`config.mk`:
```
export PLATFORM = sky130hd
export DESIGN_NAME = ahb_arbiter
export DESIGN_NICKNAME = d
export VERILOG_FILES = /design/src/rtl/ahb_arbiter.sv
export SDC_FILE = /design/constraint.sdc
export NUM_CORES = 1
export LEC_CHECK = 0
export CORE_MARGIN = 5
export CORE_UTILIZATION = 55
export CTS_CLUSTER_SIZE = 28
export DETAILED_ROUTE_END_ITERATION = 12
export GPL_TIMING_DRIVEN = 0
export PLACE_DENSITY = 0.82
export SETUP_SLACK_MARGIN = 0.02
export SLEW_MARGIN = 10
export SYNTH_ARGS = -nofsm -noshare
export SYNTH_HDL_FRONTEND = slang
export SYNTH_SLANG_ARGS = --single-unit
```
`constraint.sdc`:
```
create_clock -name HCLK -period 3.6 [get_ports HCLK]
set_clock_uncertainty 0.1 [all_clocks]
set_input_delay 0.9 -clock HCLK [delete_from_list [all_inputs] [get_ports HCLK]]
set_output_delay 0.9 -clock HCLK [all_outputs]
set_load 0.01 [all_outputs]
```
`src/rtl/ahb_arbiter.sv`:
```
// Two-master AHB-Lite arbiter: CPU (M1), DMA (M2), default master 0.
// Fixed or round-robin priority, locked transfers, burst fairness cap.
module ahb_arbiter #(
  parameter int RR_MODE   = 0,
  parameter int MAX_BEATS = 16
) (
  input  logic       HCLK,
  input  logic       HRESETn,
  input  logic       HREADY,
  input  logic [1:0] HTRANS,
  input  logic       HBUSREQ_M1,
  input  logic       HLOCK_M1,
  input  logic       HBUSREQ_M2,
  input  logic       HLOCK_M2,
  output logic       HGRANT_M1,
  output logic       HGRANT_M2,
  output logic [1:0] HMASTER,
  output logic       HMASTLOCK
);

  localparam logic [1:0] GNT_DEF = 2'd0;
  localparam logic [1:0] GNT_M1  = 2'd1;
  localparam logic [1:0] GNT_M2  = 2'd2;

  localparam logic [7:0] CAP = 8'(MAX_BEATS);

  logic [1:0] state_q, state_d;
  logic [1:0] last_q, last_d;
  logic [7:0] cnt_q, cnt_d;
  logic [1:0] hmaster_q, hmaster_d;
  logic       hmastlock_q, hmastlock_d;

  logic       own_req, own_lock, oth_req;
  logic [1:0] oth, pick;
  logic       cap_ok, keep, beat;

  // Owner view, retention test and next grant state.
  always_comb begin
    own_req  = 1'b0;
    own_lock = 1'b0;
    oth_req  = 1'b0;
    oth      = GNT_DEF;
    if (state_q == GNT_M1) begin
      own_req  = HBUSREQ_M1;
      own_lock = HLOCK_M1;
      oth_req  = HBUSREQ_M2;
      oth      = GNT_M2;
    end else if (state_q == GNT_M2) begin
      own_req  = HBUSREQ_M2;
      own_lock = HLOCK_M2;
      oth_req  = HBUSREQ_M1;
      oth      = GNT_M1;
    end

    cap_ok = (MAX_BEATS == 0) || (cnt_q < CAP) || !oth_req;
    keep   = (state_q != GNT_DEF) &&
             (own_lock || hmastlock_q || (own_req && cap_ok));

    unique case ({HBUSREQ_M2, HBUSREQ_M1})
      2'b11: begin
        if (RR_MODE != 0 && last_q == GNT_M1) pick = GNT_M2;
        else pick = GNT_M1;
      end
      2'b01:   pick = GNT_M1;
      2'b10:   pick = GNT_M2;
      default: pick = GNT_DEF;
    endcase

    // A failed owner either released or hit the fairness cap
    // with the other master waiting: it never wins straight back.
    if (keep)                    state_d = state_q;
    else if (state_q == GNT_DEF) state_d = pick;
    else if (oth_req)            state_d = oth;
    else                         state_d = GNT_DEF;

    beat = (state_q != GNT_DEF) && (hmaster_q == state_q) &&
           ((HTRANS == 2'b10) || (HTRANS == 2'b11));

    if (state_d != state_q)             cnt_d = 8'd0;
    else if (beat && cnt_q != 8'hFF)    cnt_d = cnt_q + 8'd1;
    else                                cnt_d = cnt_q;

    if (state_d != state_q && state_d != GNT_DEF) last_d = state_d;
    else                                           last_d = last_q;

    hmaster_d   = state_q;
    hmastlock_d = own_lock;
  end

  // All arbitration state advances only at transfer boundaries.
  always_ff @(posedge HCLK or negedge HRESETn) begin
    if (!HRESETn) begin
      state_q     <= GNT_DEF;
      last_q      <= GNT_M2;
      cnt_q       <= 8'd0;
      hmaster_q   <= GNT_DEF;
      hmastlock_q <= 1'b0;
    end else if (HREADY) begin
      state_q     <= state_d;
      last_q      <= last_d;
      cnt_q       <= cnt_d;
      hmaster_q   <= hmaster_d;
      hmastlock_q <= hmastlock_d;
    end
  end

  assign HGRANT_M1 = (state_q == GNT_M1);
  assign HGRANT_M2 = (state_q == GNT_M2);
  assign HMASTER   = hmaster_q;
  assign HMASTLOCK = hmastlock_q;

endmodule

```
### Word-level counts from Yosys, hierarchy flattened

Index checks and enable logic that the tools add are counted.

| operators by class | value |
|---|---|
| add/sub/neg operators | 1 |
| $lt $le $gt $ge | 1 |
| equal/unequal tests | 10 |
| muxes and demuxes | 14 |
| reduce and logical (&&, ||, !) cells | 15 |

Operators by type and width:

| kind | number |
|---|---|
| $mux W8 | 2 |
| $eq A2 B2 Y1 const B | 5 |
| $add A8 B1 Y8 const B | 1 |
| $lt A8 B5 Y1 const B | 1 |
| $mux W2 | 4 |
| $ne A8 B8 Y1 const B | 1 |
| $mux W1 | 7 |
| $logic_and A1 B1 Y1 | 5 |
| $eq A2 B1 Y1 const B | 2 |
| $logic_or A1 B1 Y1 | 4 |
| $pmux W2 S2 | 1 |
| $reduce_bool A2 Y1 | 2 |
| $eq A2 B2 Y1 | 1 |
| $logic_not A2 Y1 | 1 |
| $ne A2 B2 Y1 | 1 |
| $reduce_and A2 Y1 | 1 |
| $reduce_or A2 Y1 | 1 |
| $logic_not A1 Y1 | 1 |

| storage, ports and cells | value |
|---|---|
| register bits | 13 |
| input bits | 9 |
| output and inout port bits | 5 |
| word-level logic and storage cells | 45 |

### Logic depth before layout (Yosys ltp)

Gate-level depths: netlist of run 1.

| logic depth | value |
|---|---|
| word-level depth | 12 |
| mapped depth | 6 |
| gate-level depth less buffers | 5 |

### Worst setup path before layout of run 1

OpenSTA, ideal clock, no wires.

| timing path | value |
|---|---|
| path type | input port to flip-flop |
| start point | input HREADY |
| end point | register cnt_q[7] |
| library setup time | 94 ps |
| data arrival time | 2102 ps |
| required time | 3406 ps |
| setup slack | 1304 ps |
| stages on the path | 6 |
| buffers on the path | 2 |
| cell sequence | buf_2 and4_1 a32oi_1 clkbuf_1 nor4_1 a211oi_1 |

| between the ends | value |
|---|---|
| word-level cells in the longest chain between the ends | 1 |

Ends and longest elaborated chain:

| element | line | RTL |
|---|---|---|
| from (decl) | 9 | `input logic HREADY,` |
| $reduce_and A2 Y1 (no line) | - |  |
| to (signal assigned) | 101 | `cnt_q <= cnt_d;` |
| to (decl) | 29 | `logic [7:0] cnt_q, cnt_d;` |

Every way passes these cells.
A chain may end at the register's enable or synchronous reset.

### Worst setup path after layout of run 1

| timing path | value |
|---|---|
| start point | register state_q[1], in the netlist hmaster_d[1] |
| end point | output HGRANT_M2 |

| between the ends | value |
|---|---|
| word-level cells in the longest chain between the ends | 1 |

Ends and longest elaborated chain:

| element | line | RTL |
|---|---|---|
| from (decl) | 27 | `logic [1:0] state_q, state_d;` |
| from (signal assigned) | 99 | `state_q <= state_d;` |
| $eq A2 B2 Y1 | 108 | `assign HGRANT_M2 = (state_q == GNT_M2);` |
| to (decl) | 16 | `output logic HGRANT_M2,` |

Every way passes these cells.

==> flow_summary.json, run 1 <==
{
  "drc": 0,
  "via_per_inst": 6.832,
  "dieArea_um2": 2382,
  "antenna_found_initial": 0,
  "drive_gt1_share_pct": 11.65,
  "muxShareOfSynthArea_pct": 4.079,
  "arrival_ns": 1.72,
  "synth_seq_cells": 13,
  "rsz0062_at_grt": "no",
  "post_cts_buffers": 0,
  "start_util_pct": 56.29,
  "power_leakage_nw": 0.3776,
  "hp-class": "register to register",
  "postCtsHoldBufs": 0,
  "hold_start": "cnt_q[7]",
  "worst_slack_ns": 0.8767,
  "cts_resized": 0,
  "area_delta_synth_final_pct": 18.88,
  "cap_violations": 0,
  "synth_cell_types": 38,
  "crit_fanout": 10,
  "io_buffers": 11,
  "worst_pin_slew_ns": 0.6936,
  "status": "finished clean",
  "cts_buffers": 3,
  "clkSlewWorstSetupHoldPaths_ns": 0.08,
  "placementRows": 14,
  "groute.usage.overall_pct": 18.73,
  "crit_path_end_kind": "primary output",
  "layout_worst_path_cycle_share_pct": 75.65,
  "reg2reg_depth": 6,
  "hold_violations": 0,
  "yosys.area_share.simple_pct": 23.87,
  "vias": 813,
  "finalMaxSlewViolations": 0,
  "n_antenna_cell": 0,
  "cts_sinks": 13,
  "fin_tns_setup_ns": 0,
  "htree_levels": 1,
  "crit_type": "register to primary output",
  "die_h_um": 48.81,
  "worstReg2RegStart": "hmaster_d[0]",
  "die_w_um": 48.81,
  "drt_wl_total_um": 2156,
  "synth_area_per_cell_um2": 9.412,
  "min_to": "cnt_q[7]",
  "dpl_cell_area_um2": 958.4,
  "gr-total-overflow": 0,
  "yosysSeqAreaShare_pct": 39.27,
  "antenna_left": 0,
  "wl_per_cell_um": 18.12,
  "synthFlopType": "dfrtp_1",
  "grt_pass1_wl_um": 3470,
  "dp.cells": 115,
  "r2r_setup_slack_ns": 1.42,
  "slew_headroom_pct": 53.41,
  "syn_inst": 88,
  "synth_async_sr_flop_share_pct": 100.0,
  "finalPower_mw": 0.5948,
  "fmax_ghz": 0.3672,
  "synth_compound_area_share_pct": 25.68,
  "grt_pass1_vias": 771,
  "period_needed_ns": 2.723,
  "place_congestion": 0.7841,
  "p_per_area_nw_per_um2": 604.1,
  "synth-xor-area-share_pct": 1.057,
  "drt-pass1-iter-count": 4,
  "cts_root_buf": "clkbuf_4",
  "clockBufferDepth": 2,
  "dp_hpwl_um": 1453,
  "required_ns": 2.60,
  "drt_iter0_drc": 52,
  "place_ws_ns": 0.7370,
  "insertion_delay_ns": 0.28,
  "synth_edf_count": 0,
  "ir_worst_vdd_mv": 0.3441,
  "worstReg2RegEnd": "cnt_q[7]",
  "finalNonFillerCells": 119,
  "nNetsFinal": 114,
  "nFillCells": 132,
  "start_kind": "register",
  "setup_viol": 0,
  "grt_max_degree": 14,
  "final_area_um2": 984.7,
  "coreArea_um2": 1471,
  "ios": 14,
  "syn_nets": 98,
  "ys_warn_count": 0,
  "synthAdderAreaFrac_pct": 1.511,
  "holdPathStages": 1,
  "cts_tree": "yes",
  "synth_top_family_by_area": "compound AO/OA/AOI/OAI gates",
  "synth.cell_area_um2": 828.3
}
critical path, stage by stage, from the launching register on:
cell and delay (ns):
dfrtp_1 0.37, buf_2 0.20, nor2b_1 0.28, clkdlybuf4s50_1 0.59
cell families after synthesis:
logic type / after synthesis
simple gates: 32
compound gates: 29
flops: 13
buf+inv: 9
mux: 3
xor+xnor: 1
fa+ha+maj: 1
power by group:
group | switching (mW) | internal, mW
clock | 0.0480 | 0.0430
combinational | 0.148 | 0.145
sequential | 0.0329 | 0.178
total | 0.229 | 0.366
how the worst max path moves through the flow:
stage | from | to | slack (ns)
floorplan | HREADY | cnt_q[7] | 1.30
global placement | HTRANS[1] | cnt_q[7] | 0.82
detailed placement | HTRANS[1] | cnt_q[7] | 0.74
CTS | hmaster_d[1] | HGRANT_M2 | 0.88
global route | hmaster_d[1] | HGRANT_M2 | 0.79
finish | hmaster_d[1] | HGRANT_M2 | 0.88
per-layer routing:
metal | vias to the layer above | track usage [%] | part of all wire (%)
met4 | 0 | 4.933 | 2.4
li1 | 376 | - | -
met1 | 377 | 21.04 | 38
met2 | 52 | 31.96 | 49
met3 | 8 | 8.257 | 11
met5 | - | 0 | 0
cells in the final DEF, fill, tap and decap left out, types with 2 or more instances in the layout:
cell type | Yosys | final
a21oi_1 | 5 | 5
and4_1 | 2 | 2
buf_2 | 3 | 3
clkbuf_1 | 1 | 2
clkbuf_4 | 0 | 3
clkdlybuf4s50_1 | 0 | 11
dfrtp_1 | 13 | 13
inv_1 | 5 | 5
mux2_2 | 3 | 3
nand2_1 | 2 | 2
nand2b_1 | 3 | 3
nand3_1 | 4 | 4
nand3b_1 | 2 | 2
nor2_1 | 3 | 3
nor2b_1 | 2 | 2
o21ai_0 | 5 | 5
o2bb2ai_1 | 2 | 2
o31ai_1 | 5 | 5
or3_1 | 4 | 4
or4_1 | 4 | 4
flip-flops by register name, summed over array words and instances (netlist names):
| register | flops |
|---|---|
| cnt_q | 8 |
| HMASTER | 2 |
| hmaster_d | 2 |
| HMASTLOCK | 1 |
layout make-up:
class / count / area [µm²] / share of cell area [%]
Buffer: 4 / 18.77 / 1.906
Clock buffer: 4 / 26.28 / 2.668
Inverter: 5 / 18.77 / 1.906
Multi-Input combinational cell: 66 / 465.4 / 47.27
Sequential cell: 13 / 325.3 / 33.04
Tap cell: 16 / 20.02 / 2.033
Timing Repair Buffer: 11 / 110.1 / 11.18
metrics by stage:
step | utilization [%] | hold slack, ns
2_1_floorplan | - | 0.3589
3_3_place_gp | 65.14 | 0.3860
3_5_place_dp | 65.14 | 0.3877
4_1_cts | 66.92 | 0.4285
5_1_grt | 66.92 | 0.4350
6_report | 66.92 | 0.4287
cells in the mapped netlist, types with 3 or more instances:
cell type / n / area [µm²]
a21oi_1: 5 / 25.02
buf_2: 3 / 15.01
dfrtp_1: 13 / 325.3
inv_1: 5 / 18.77
mux2_2: 3 / 33.78
nand2b_1: 3 / 18.77
nand3_1: 4 / 20.02
nor2_1: 3 / 11.26
o21ai_0: 5 / 25.02
o31ai_1: 5 / 37.54
or3_1: 4 / 25.02
or4_1: 4 / 30.03
(Power assumes the default switching activity.)
==> run 2, diff against run 1 <==
- CORE_UTILIZATION: 55 -> 51
- PLACE_DENSITY: 0.82 -> 0.77
- clock period: 3.6 -> 2.75 ns (I/O delays scaled with it)
==> flow_summary.json, run 2 (synthesis results as in run 1) <==
{
  "hold_violations": 0,
  "slew_headroom_pct": 55.92,
  "cts_tree": "yes",
  "postCtsHoldBufs": 0,
  "holdPathStages": 1,
  "largest_reg_flops": 8,
  "status": "finished clean",
  "grt_pass1_vias": 692,
  "worstReg2RegEnd": "cnt_q[7]",
  "grt_max_degree": 14,
  "finalMaxSlewViolations": 0,
  "period_needed_ns": 2.502,
  "layout_worst_path_cycle_share_pct": 90.96,
  "io_buffers": 11,
  "layout_common_cells": "dfrtp_1 (13), clkdlybuf4s50_1 (11)",
  "drt_iter0_drc": 26,
  "arrival_ns": 1.71,
  "start_util_pct": 54.35,
  "n_antenna_cell": 0,
  "p_per_area_nw_per_um2": 783.6,
  "rsz0062_at_grt": "no",
  "crit_type": "register to primary output",
  "antenna_found_initial": 0,
  "drt_wl_total_um": 1885,
  "ir_worst_vdd_mv": 0.5420,
  "cts_buffers": 3,
  "required_ns": 1.96,
  "start_kind": "register",
  "worstReg2RegStart": "cnt_q[7]",
  "groute.usage.overall_pct": 16.66,
  "setup_viol": 0,
  "nFillCells": 134,
  "post_cts_buffers": 0,
  "placementRows": 14,
  "coreArea_um2": 1524,
  "vias": 765,
  "dp_hpwl_um": 1420,
  "worst_pin_slew_ns": 0.6562,
  "gr-total-overflow": 0,
  "drt-pass1-iter-count": 4,
  "dieArea_um2": 2530,
  "drive_gt1_share_pct": 11.65,
  "cts_sinks": 13,
  "cts_resized": 0,
  "die_w_um": 50.30,
  "via_per_inst": 6.429,
  "fin_util_pct": 64.61,
  "fin_tns_setup_ns": 0,
  "nNetsFinal": 114,
  "power_leakage_nw": 0.3776,
  "crit_path_end_kind": "primary output",
  "reg2reg_depth": 4,
  "min_to": "cnt_q[7]",
  "fmax_ghz": 0.3998,
  "cap_violations": 0,
  "final_common_cell": "dfrtp_1",
  "top_register": "cnt_q",
  "clkSlewWorstSetupHoldPaths_ns": 0.08,
  "drc": 0,
  "grt_pass1_wl_um": 3236,
  "area_delta_synth_final_pct": 18.88,
  "ios": 14,
  "wl_per_cell_um": 15.84,
  "die_h_um": 50.30,
  "hold_start": "cnt_q[7]",
  "place_congestion": 0.7730,
  "htree_levels": 1,
  "insertion_delay_ns": 0.28,
  "crit_fanout": 10,
  "antenna_left": 0,
  "r2r_setup_slack_ns": 0.61,
  "cts_root_buf": "clkbuf_4",
  "clockBufferDepth": 2,
  "hp-class": "register to register"
}
run 2: cell counts in the layout (fill, tap and decap cells not counted):
No cell type changed its count.
run 2: through the flow:
stage | cells | setup slack [ns] | power [mW] | hold slack [ns] | instance area (µm²)
3_3_place_gp | 115 | 0.1347 | 0.6419 | 0.4049 | 958.4
6_report | 119 | 0.2485 | 0.7716 | 0.4233 | 984.7
3_5_place_dp | 115 | 0.1288 | 0.6513 | 0.4144 | 958.4
4_1_cts | 119 | 0.2417 | 0.7762 | 0.4259 | 984.7
2_1_floorplan | 88 | 0.6667 | 0.5149 | 0.2919 | 828.3
5_1_grt | 119 | 0.1125 | 0.8320 | 0.4879 | 984.7
run 2: area by class of cell:
cell class,instances,area [µm²],share of cell area [%]
buffer,4,18.77,1.906
multi-input combinational,66,465.4,47.27
tap,16,20.02,2.033
sequential,13,325.3,33.04
timing repair buffer,11,110.1,11.18
inverter,5,18.77,1.906
clock buffer,4,26.28,2.668
run 2: how the worst max path moves through the flow:
stage                       startpoint        end  cells after the start
after CTS                 hmaster_d[1]  HGRANT_M2                      3
after detailed placement     HTRANS[1]   cnt_q[7]                      6
after floorplan                 HREADY   cnt_q[7]                      6
after global routing      hmaster_d[1]  HGRANT_M2                      3
final                     hmaster_d[1]  HGRANT_M2                      3
after global placement       HTRANS[1]   cnt_q[7]                      6
run 2: worst max-delay path: stages (launching register included):
cell	delay, ns
dfrtp_1	0.39
buf_2	0.20
nor2b_1	0.25
clkdlybuf4s50_1	0.58
run 2: routing by layer:
metal | track usage, % | wire, µm
met2 | 25.52 | 890
met5 | 0 | 0
met3 | 4.142 | 108
met1 | 22.04 | 848
met4 | 7.660 | 38
run 2: where the power goes:
| part | internal, mW | switching (mW) | total, mW |
|---|---|---|---|
| Clock | 0.0564 | 0.0663 | 0.123 |
| Combinational | 0.190 | 0.183 | 0.373 |
| Sequential | 0.233 | 0.0428 | 0.275 |
| Total | 0.479 | 0.292 | 0.772 |
==> patch: new RTL, flow settings as in run 2 <==
Set the parameter `RR_MODE` to 1 (it was 0).
--- a/src/rtl/ahb_arbiter.sv
+++ b/src/rtl/ahb_arbiter.sv
@@ -2,5 +2,5 @@
 // Fixed or round-robin priority, locked transfers, burst fairness cap.
 module ahb_arbiter #(
-  parameter int RR_MODE   = 0,
+  parameter int RR_MODE   = 1,
   parameter int MAX_BEATS = 16
 ) (
Behaviour: not the same (Yosys sat finds a counterexample within 4 cycles, from zero or initial values and one cycle with HRESETn low).
==> patch against run 2 <==
  * Final cell count rose by 11%
  * Worst setup slack better by 110 ps
  * Power grew 13%
  * Cell area is 12% higher
  * Register-to-register slack improved by 200 ps
  * Via count decreased by 7.2%
  * Sequential cell count up 2
  * Critical path depth down 1
  * First-iteration DRC count decreased by 46%
  * Die area increased by 9.9%
  * Synthesized cell count grew 4.5%
  * Routed wire length down 10%
  * Area after synthesis up 12%
  * Critical endpoint is now HGRANT_M1
==> patch: results (changes against run 2) <==
----------------------------------------------------
[Cells and area]
  Net count, final ... 118 (+3.5%)
  Final non-clock buffer share ... 0.1229 (-0.008009)
  Fillcell total ... 147 (+9.7%)
  Multi-input logic cell count ... 72 (+9.1%)
  Proportion of layout cells with a drive suffix above 1 ... 0.2336 (+0.1171)
  Clock buf/inv share ... 0.02503 (-0.001655)
  Fraction of area in multi-input gates ... 0.4710 (-0.001689)

[Logic synthesis]
  Share of cell area taken by muxes after synthesis ... 0.03495 (-0.005839)
  Most numerous cell types in the synthesized netlist ... dfrtp_1 (14), nor2_1 (12), xnor2_1 (6), nand2_1 (5), nor3_1 (4)
  Per-instance average area after synthesis ... 10.12 sq um (+7.5%)
  Cells taking the most area after synthesis ... dfrtp_1 (38%), xnor2_1 (5.6%), nor2_1 (4.8%)
  Net count after synthesis ... 102 (+4.1%)
  Sequential-to-total area share from yosys stat ... 0.4046 (+0.01182)
  Cell variety after synth ... 45 (+18%)
  Synthesized-area fraction occupied by ao, oa, aoi and oai cells ... 0.1801 (-0.07669)
  Xor/xnor share of the synthesized area ... 0.05645 (+0.04588)
  Synth Register Bits ... 15 (+2)

[Drt]
  Count of routing violations after the opening detailed-route iteration ... 14 (-46%)
  Via/cell ratio ... 5.379 (-16%)
  Wire length after detailed routing ... 1.694 mm (-10%)
  Via count ... 710 (-7.2%)

[Setup path]
  FF-to-FF setup slack ... 810 ps (+200 ps)
  Worst-case reg-to-reg path depth ... 6 (+2)
  Reg2reg start ... hmaster_d[0]$_DFFE_PN0P_

[Place]
  Placer congestion estimate ... 0.7413 (-4.1%)
  Placed insts ... 128 (+11%)
  Placement Setup Slack ... 243.4 ps (+114.6 ps)

[Worst hold path]
  Hold endpoint ... last_q[1]$_DFFE_PN1P_

[Global route]
  First-pass GRT wire length ... 3.022 mm (-6.6%)
  Number of global-route vias before repair ... 680 (-1.7%)
  Largest net degree at the start of global routing ... 16 (+2)

[Outcome]
  Result of the run ... complete, no violations

[Power]
  Leakage ... 0.0004526 uW (+20%)
  Switching share of power ... 0.3713 (-0.007298)

[Timing]
  Clock period minus worst slack ... 2390 ps (-111.6 ps)
  Worst slack on hold paths ... 416.1 ps (-7.180 ps)

----------------------------------------------------
## patch: cell count changes after synthesis, sizes merged, moves of 3 or more
cell          run 2  this run
nor2              3        13
nand2             2         5
xnor2             1         6
or4               4         0
and2b             0         3
or3               4         0
nor3              1         4
o21ai             5         2
o31ai             5         0
a21o              0         3
## patch: power by group through the flow
stage,logic (uW),clock network (uW),registers (uW)
after floorplan,277,0,334
after global placement,401,0,332
after detailed placement,408,0,338
after CTS,410,134,334
after global routing,444,147,347
final,407,131,332
## patch: kinds of logic (layout without fill, tap and decap cells)
family	Yosys count	count (layout)
mux	3	3
xor+xnor	6	6
compound gates	18	18
simple gates	44	44
buf+inv	5	20
flops	15	15
fa+ha+maj	1	1
## patch: per-layer routing
layer | wire length (um) | GRT usage | vias up
met1 | 839 | 0.2039 | 324
met3 | 90 | 0.03704 | 4
met5 | 0 | 0 | -
li1 | - | - | 364
met4 | 24 | 0.05106 | 0
met2 | 739 | 0.2252 | 18
